File: src/rtl/sq_pkg.sv
// Shared definitions for the sum-of-squares accumulator: FSM state
// encoding, square width and the largest legal square value.
package sq_pkg;

  localparam int SQ_W = 8;
  localparam logic [SQ_W-1:0] SQ_MAX = 8'd225;

  typedef enum logic [1:0] {
    IDLE  = 2'd0,
    ACCUM = 2'd1,
    HOLD  = 2'd2
  } state_e;

  // Larger of two squares, used for the running max of a set.
  function automatic logic [SQ_W-1:0] sq_max_of(input logic [SQ_W-1:0] a,
                                                 input logic [SQ_W-1:0] b);
    return (a > b) ? a : b;
  endfunction

endpackage

File: src/rtl/sq_accum_if.sv
// Sample-in / result-out handshake bundle for sq_accum.
// master = producer/consumer side, slave = the accumulator.
interface sq_accum_if import sq_pkg::*; #(
  parameter int SUM_W = 12
);

  logic             in_valid;
  logic             in_ready;
  logic [SQ_W-1:0]  square;
  logic             out_valid;
  logic             out_ready;
  logic [SUM_W-1:0] sum;
  logic [SQ_W-1:0]  max_sq;
  logic             ovf;

  modport master (
    output in_valid, square, out_ready,
    input  in_ready, out_valid, sum, max_sq, ovf
  );

  modport slave (
    input  in_valid, square, out_ready,
    output in_ready, out_valid, sum, max_sq, ovf
  );

endinterface

File: src/rtl/sq_accum_add.sv
// SUM_W-bit accumulator adder with carry-out overflow detection.
// Optional saturation: define SQ_ACCUM_SAT_EN to clamp at 2^SUM_W-1,
// otherwise the sum wraps modulo 2^SUM_W. ovf is the same either way.
module sq_accum_add import sq_pkg::*; #(
  parameter int SUM_W = 12
) (
  input  logic [SUM_W-1:0] a,
  input  logic [SQ_W-1:0]  b,
  output logic [SUM_W-1:0] s,
  output logic             ovf
);

  logic [SUM_W:0] full;

  // One extra bit catches any true result above 2^SUM_W-1.
  always_comb begin
    full = {1'b0, a} + (SUM_W + 1)'(b);
    ovf  = full[SUM_W];
`ifdef SQ_ACCUM_SAT_EN
    s    = full[SUM_W] ? {SUM_W{1'b1}} : full[SUM_W-1:0];
`else
    s    = full[SUM_W-1:0];
`endif
  end

endmodule

File: src/rtl/sq_accum.sv
// Sum-of-squares accumulator: sums N_SAMPLES accepted squares, tracks the
// largest one and a sticky overflow flag, then holds the result until the
// consumer takes it. Optional macro SQ_ACCUM_SAT_EN selects saturation
// instead of wrap-around in the adder.
module sq_accum import sq_pkg::*; #(
  parameter int N_SAMPLES = 4,
  parameter int SUM_W     = 12
) (
  input  logic           clk,
  input  logic           rst_n,
  input  logic           clear,
  sq_accum_if.slave      bus
);

  localparam int CNT_W = $clog2(N_SAMPLES + 1);

  state_e           state_q, state_d;
  logic [CNT_W-1:0] cnt_q, cnt_d;
  logic [SUM_W-1:0] sum_q, sum_d;
  logic [SQ_W-1:0]  max_sq_q, max_sq_d;
  logic             ovf_q, ovf_d;
  logic             out_valid_q, out_valid_d;
  logic             in_ready_q, in_ready_d;

  logic [SUM_W-1:0] add_s;
  logic             add_ovf;
  logic             accept;
  logic             handshake;

  sq_accum_add #(.SUM_W(SUM_W)) u_add (
    .a   (sum_q),
    .b   (bus.square),
    .s   (add_s),
    .ovf (add_ovf)
  );

  assign accept    = bus.in_valid & in_ready_q;
  assign handshake = out_valid_q & bus.out_ready;

  // Next-state logic; clear outranks both sample accept and output handshake.
  always_comb begin
    state_d  = state_q;
    cnt_d    = cnt_q;
    sum_d    = sum_q;
    max_sq_d = max_sq_q;
    ovf_d    = ovf_q;

    if (clear) begin
      state_d  = IDLE;
      cnt_d    = '0;
      sum_d    = '0;
      max_sq_d = '0;
      ovf_d    = 1'b0;
    end else begin
      case (state_q)
        IDLE: begin
          if (accept) begin
            sum_d    = SUM_W'(bus.square);
            max_sq_d = bus.square;
            cnt_d    = CNT_W'(1);
            ovf_d    = 1'b0;
            state_d  = (N_SAMPLES == 1) ? HOLD : ACCUM;
          end
        end
        ACCUM: begin
          if (accept) begin
            sum_d    = add_s;
            max_sq_d = sq_max_of(max_sq_q, bus.square);
            cnt_d    = cnt_q + CNT_W'(1);
            ovf_d    = ovf_q | add_ovf;
            if (cnt_q == CNT_W'(N_SAMPLES - 1)) begin
              state_d = HOLD;
            end
          end
        end
        HOLD: begin
          if (handshake) begin
            state_d = IDLE;
          end
        end
        default: state_d = IDLE;
      endcase
    end

    out_valid_d = (state_d == HOLD);
    in_ready_d  = (state_d != HOLD);
  end

  // State and registered outputs; reset drops any partial set immediately.
  always_ff @(posedge clk or negedge rst_n) begin
    if (!rst_n) begin
      state_q     <= IDLE;
      cnt_q       <= '0;
      sum_q       <= '0;
      max_sq_q    <= '0;
      ovf_q       <= 1'b0;
      out_valid_q <= 1'b0;
      in_ready_q  <= 1'b1;
    end else begin
      state_q     <= state_d;
      cnt_q       <= cnt_d;
      sum_q       <= sum_d;
      max_sq_q    <= max_sq_d;
      ovf_q       <= ovf_d;
      out_valid_q <= out_valid_d;
      in_ready_q  <= in_ready_d;
    end
  end

  assign bus.in_ready  = in_ready_q;
  assign bus.out_valid = out_valid_q;
  assign bus.sum       = sum_q;
  assign bus.max_sq    = max_sq_q;
  assign bus.ovf       = ovf_q;

endmodule

File: src/flat_wrapper.sv
// flat-port wrapper written by rule: the top's interface ports become plain ports
module sq_accum_flat import sq_pkg::*;
#(
  parameter int N_SAMPLES = 4,
  parameter int SUM_W     = 12
)
  (clk, rst_n, clear, bus_in_valid, bus_square, bus_out_ready, bus_in_ready, bus_out_valid, bus_sum, bus_max_sq, bus_ovf);
  sq_accum_if #(.SUM_W(SUM_W)) bus_i ();
  input  logic clk;
  input  logic rst_n;
  input  logic clear;
  input wire logic [$bits(bus_i.in_valid)-1:0] bus_in_valid;
  input wire logic [$bits(bus_i.square)-1:0] bus_square;
  input wire logic [$bits(bus_i.out_ready)-1:0] bus_out_ready;
  output wire logic [$bits(bus_i.in_ready)-1:0] bus_in_ready;
  output wire logic [$bits(bus_i.out_valid)-1:0] bus_out_valid;
  output wire logic [$bits(bus_i.sum)-1:0] bus_sum;
  output wire logic [$bits(bus_i.max_sq)-1:0] bus_max_sq;
  output wire logic [$bits(bus_i.ovf)-1:0] bus_ovf;
  assign bus_i.in_valid = bus_in_valid;
  assign bus_i.square = bus_square;
  assign bus_i.out_ready = bus_out_ready;
  assign bus_in_ready = bus_i.in_ready;
  assign bus_out_valid = bus_i.out_valid;
  assign bus_sum = bus_i.sum;
  assign bus_max_sq = bus_i.max_sq;
  assign bus_ovf = bus_i.ovf;
  sq_accum #(.N_SAMPLES(N_SAMPLES), .SUM_W(SUM_W)) u_core (.clk(clk), .rst_n(rst_n), .clear(clear), .bus(bus_i));
endmodule
File: config.mk
export PLATFORM = sky130hd
export DESIGN_NAME = sq_accum_flat
export DESIGN_NICKNAME = d
export VERILOG_FILES = /design/src/rtl/sq_pkg.sv /design/src/rtl/sq_accum_if.sv /design/src/rtl/sq_accum_add.sv /design/src/rtl/sq_accum.sv /design/src/flat_wrapper.sv
export SDC_FILE = /design/constraint.sdc
export NUM_CORES = 1
export LEC_CHECK = 0
export CAP_MARGIN = 20
export CORE_UTILIZATION = 40
export CTS_BUF_LIST = sky130_fd_sc_hd__clkbuf_4 sky130_fd_sc_hd__clkbuf_8 sky130_fd_sc_hd__clkbuf_16
export DETAILED_ROUTE_END_ITERATION = 6
export GPL_ROUTABILITY_DRIVEN = 0
export HOLD_SLACK_MARGIN = 0.15
export PLACE_DENSITY_LB_ADDON = 0.1
export SYNTH_ARGS = -nofsm -noshare
export SYNTH_HDL_FRONTEND = slang
export SYNTH_HIERARCHICAL = 1
export SYNTH_SLANG_ARGS = --single-unit
File: constraint.sdc
create_clock -name clk -period 2.35 [get_ports clk]
set_input_delay 0.705 -clock clk [delete_from_list [all_inputs] [get_ports clk]]
set_output_delay 0.705 -clock clk [all_outputs]
set_load 0.05 [all_outputs]
==> run metrics, run 1 <==
status=completed; Clk pin slew, worst setup/hold paths=0.10 ns; critical path's top delay family=buffers and inverters; DIE AREA=5480 µm²; fmax=0.440 GHz; Die X=74.0 µm; Critical Path RT=1.64 ns; Via density=5.14; maximum vdd ir drop=0.275 mV; unrepaired setup endpoints after global routing=false; Hold Path Class=register to register; count leader, synth=dfrtp_1; Crit path depth=1; total gr overflow=0; number of synthesized flops with an enable pin=0; CP max FO=3; Setup Total Neg Slack=0 ns; Static Leak=0.00134 µW; Slew headroom=0.663; Final min period=about 2.3 ns; Worst-Margin Slew=0.504 ns; CP cell instances=clkdlybuf4s50_1; fin. max-slew vios=0; layout cells sized above 1=0.240; Synth Warn #=6; R2R cell count=9; first-pass GRT wire length=8410 µm; Syn-to-layout area delta=39.5%; TritonRoute pass-1 iters=4; post-route clock period utilization=0.968; Final setup viols=0; DRT iter0 DRCs=76; TritonCTS clock tree=done; max_cap viols=0; clock skew=0.00626 ns; num ports=36; Total GRT Usage=0.200; top cells by count, synth=dfrtp_1 (27), nand2_1 (20), nor2_1 (20); worst-skew pair later-pin latency=0.28 ns; post-synth cell types=44; hold buffer count at cts=0; CTS Buf Count=3; Power Density=489 nW/µm²; Initial Util=0.428; Critical Setup Path Class=register to primary output; worst stage delay on the critical path=0.84 ns; CTS sink count=28; Async S/R FF share, synth=1.00; cell count after synthesis=around 230; die height=between 70 and 80 µm; post-synth top area share=0.326; Final Hold Fails=0; area leader, netlist=dfrtp_1; initial antenna violation count=0; Root Buffer=clkbuf_8; vias in the first global route=~1800; FF+latch count, synth=28; Avg Cell Area, Syn=~8.9 µm²; Net Count, Synth=266; DRC viols=0; Synth Cell Area=2070 µm²; WHS Path Cells=2; antenna fix cells=0; WL final=5040 µm; CP Launch Type=register; critical path's slowest cell=clkdlybuf4s50_1; via count=1867; post-route ant nets=0; Buf+Inv Stages, Crit Path=1; routed len/inst=13.9 µm; Main synth FF type=dfrtp_1; Area contributors post-synth=dfrtp_1 (33%), ha_1 (11%), nand2b_1 (5.1%), mux2i_1 (4.8%), a21oi_1 (4.3%); fin util=0.596; H-tree levels=1; DP Wirelength=3600 µm; largest net degree at the start of global routing=29; CP Data Arrival Time=1.57 ns; Core Rows=25; register area share after synthesis=0.339; clock tree buffer depth=2; Port-buffer cells=35; NumNets Final=329; CP Capture Type=primary output; core area=4850 µm²
-- worst paths after layout --
path / from / end / slack, ns
min: u_core/cnt_q[2] / u_core/cnt_q[2] / 0.53
max reg2reg: u_core/bus.sum[0] / u_core/bus.sum[10] / 0.36
min reg2reg: u_core/cnt_q[2] / u_core/cnt_q[2] / 0.53
max in group asynchronous: rst_n / u_core/bus.in_ready / 1.26
max: u_core/bus.sum[2] / bus_sum[2] / 0.07
min in group asynchronous: rst_n / u_core/state_q[1] / 0.79
-- flip-flops by register name, summed over array words and instances (netlist names) --
register,cells
u_core/bus.out_valid,1
u_core/cnt_q,3
u_core/bus.in_ready,1
u_core/state_q,2
u_core/bus.max_sq,8
u_core/bus.sum,12
u_core/bus.ovf,1
-- layer usage --
layer / vias to the layer above / track usage / wire (µm)
met4: 0 / 0.0577 / 51
met5: - / 0 / 0
met3: 4 / 0.0244 / 157
li1: 952 / - / -
met1: 876 / 0.278 / 2430
met2: 35 / 0.329 / 2390
-- cell usage in the layout (no fill, tap or decap), types with 2 or more instances in the layout --
cell and n:
a211oi_1 8, a211oi_2 2, a21o_1 4, a21oi_1 14
a21oi_2 5, and3_1 2, buf_4 37, buf_6 2
clkbuf_8 3, clkdlybuf4s50_1 24, dfrtp_1 27, dlymetal6s2s_1 7
ha_1 12, ha_2 2, ha_4 4, inv_1 10
mux2i_1 10, nand2_1 20, nand2b_1 17, nand3_1 11
nand3b_1 2, nand4_1 3, nor2_1 20, nor2b_1 2
nor3_1 11, o21ai_0 4, o21ai_1 2, xnor2_1 6
xor2_1 2
-- what timing repair did --
action / CTS / global route
pin swaps: 0 / 10
endpoints found under the setup margin: 15 / 17
gates resized for setup: 10 / 19
setup buffers: 0 / 2
-- stage by stage --
| step | cell area (µm²) | setup WS, ns | power (µW) | hold slack (ns) | cells |
|---|---|---|---|---|---|
| after global routing | 2890 | 0.0322 | 1490 | 0.559 | 363 |
| final | 2890 | 0.0747 | 1410 | 0.525 | 363 |
| after detailed placement | 2690 | -0.419 | 1000 | 0.517 | 357 |
| after floorplan | 2070 | 0.0849 | 820 | 0.409 | 234 |
| after global placement | 2690 | -0.390 | 997 | 0.508 | 357 |
| after CTS | 2790 | -0.00167 | 1410 | 0.531 | 361 |
-- layout make-up --
class	instances	area, µm²
fill	449	1960
multi-input combinational	182	1360
sequential	28	702
timing repair buffer	71	637
tap	67	83.8
clock buffer	3	41.3
inverter	11	41.3
clock inverter	1	30.0
-- power breakdown --
part           leakage [µW]  total [µW]  internal (µW)  switching [µW]
combinational      0.000932         487            219             269
clock             0.0000357         393            229             165
sequential         0.000372         533            505            27.8
-- cell families (layout without fill, tap and decap cells) --
group                    count (synthesis)  count (layout)  share of synthesized area
AND/OR/NAND/NOR                         96              96                      0.244
flip-flops                              28              28                      0.339
adder cells (fa/ha/maj)                 19              19                      0.118
XOR/XNOR                                 8               8                     0.0338
buffers and inverters                   24              86                     0.0537
AO/OA/AOI/OAI                           49              49                      0.163
multiplexers                            10              10                     0.0483
(Power assumes the default switching activity.)
==> run 2: changes to the inputs <==
--- a/config.mk
+++ b/config.mk
@@ -8,8 +8,8 @@
 export CAP_MARGIN = 20
 export CORE_UTILIZATION = 40
 export CTS_BUF_LIST = sky130_fd_sc_hd__clkbuf_4 sky130_fd_sc_hd__clkbuf_8 sky130_fd_sc_hd__clkbuf_16
+export CTS_CLUSTER_SIZE = 10
 export DETAILED_ROUTE_END_ITERATION = 6
-export GPL_ROUTABILITY_DRIVEN = 0
 export HOLD_SLACK_MARGIN = 0.15
 export PLACE_DENSITY_LB_ADDON = 0.1
 export SYNTH_ARGS = -nofsm -noshare
==> results of run 2 <==
The final DEF is identical to that of run 1; final timing and power are the same.
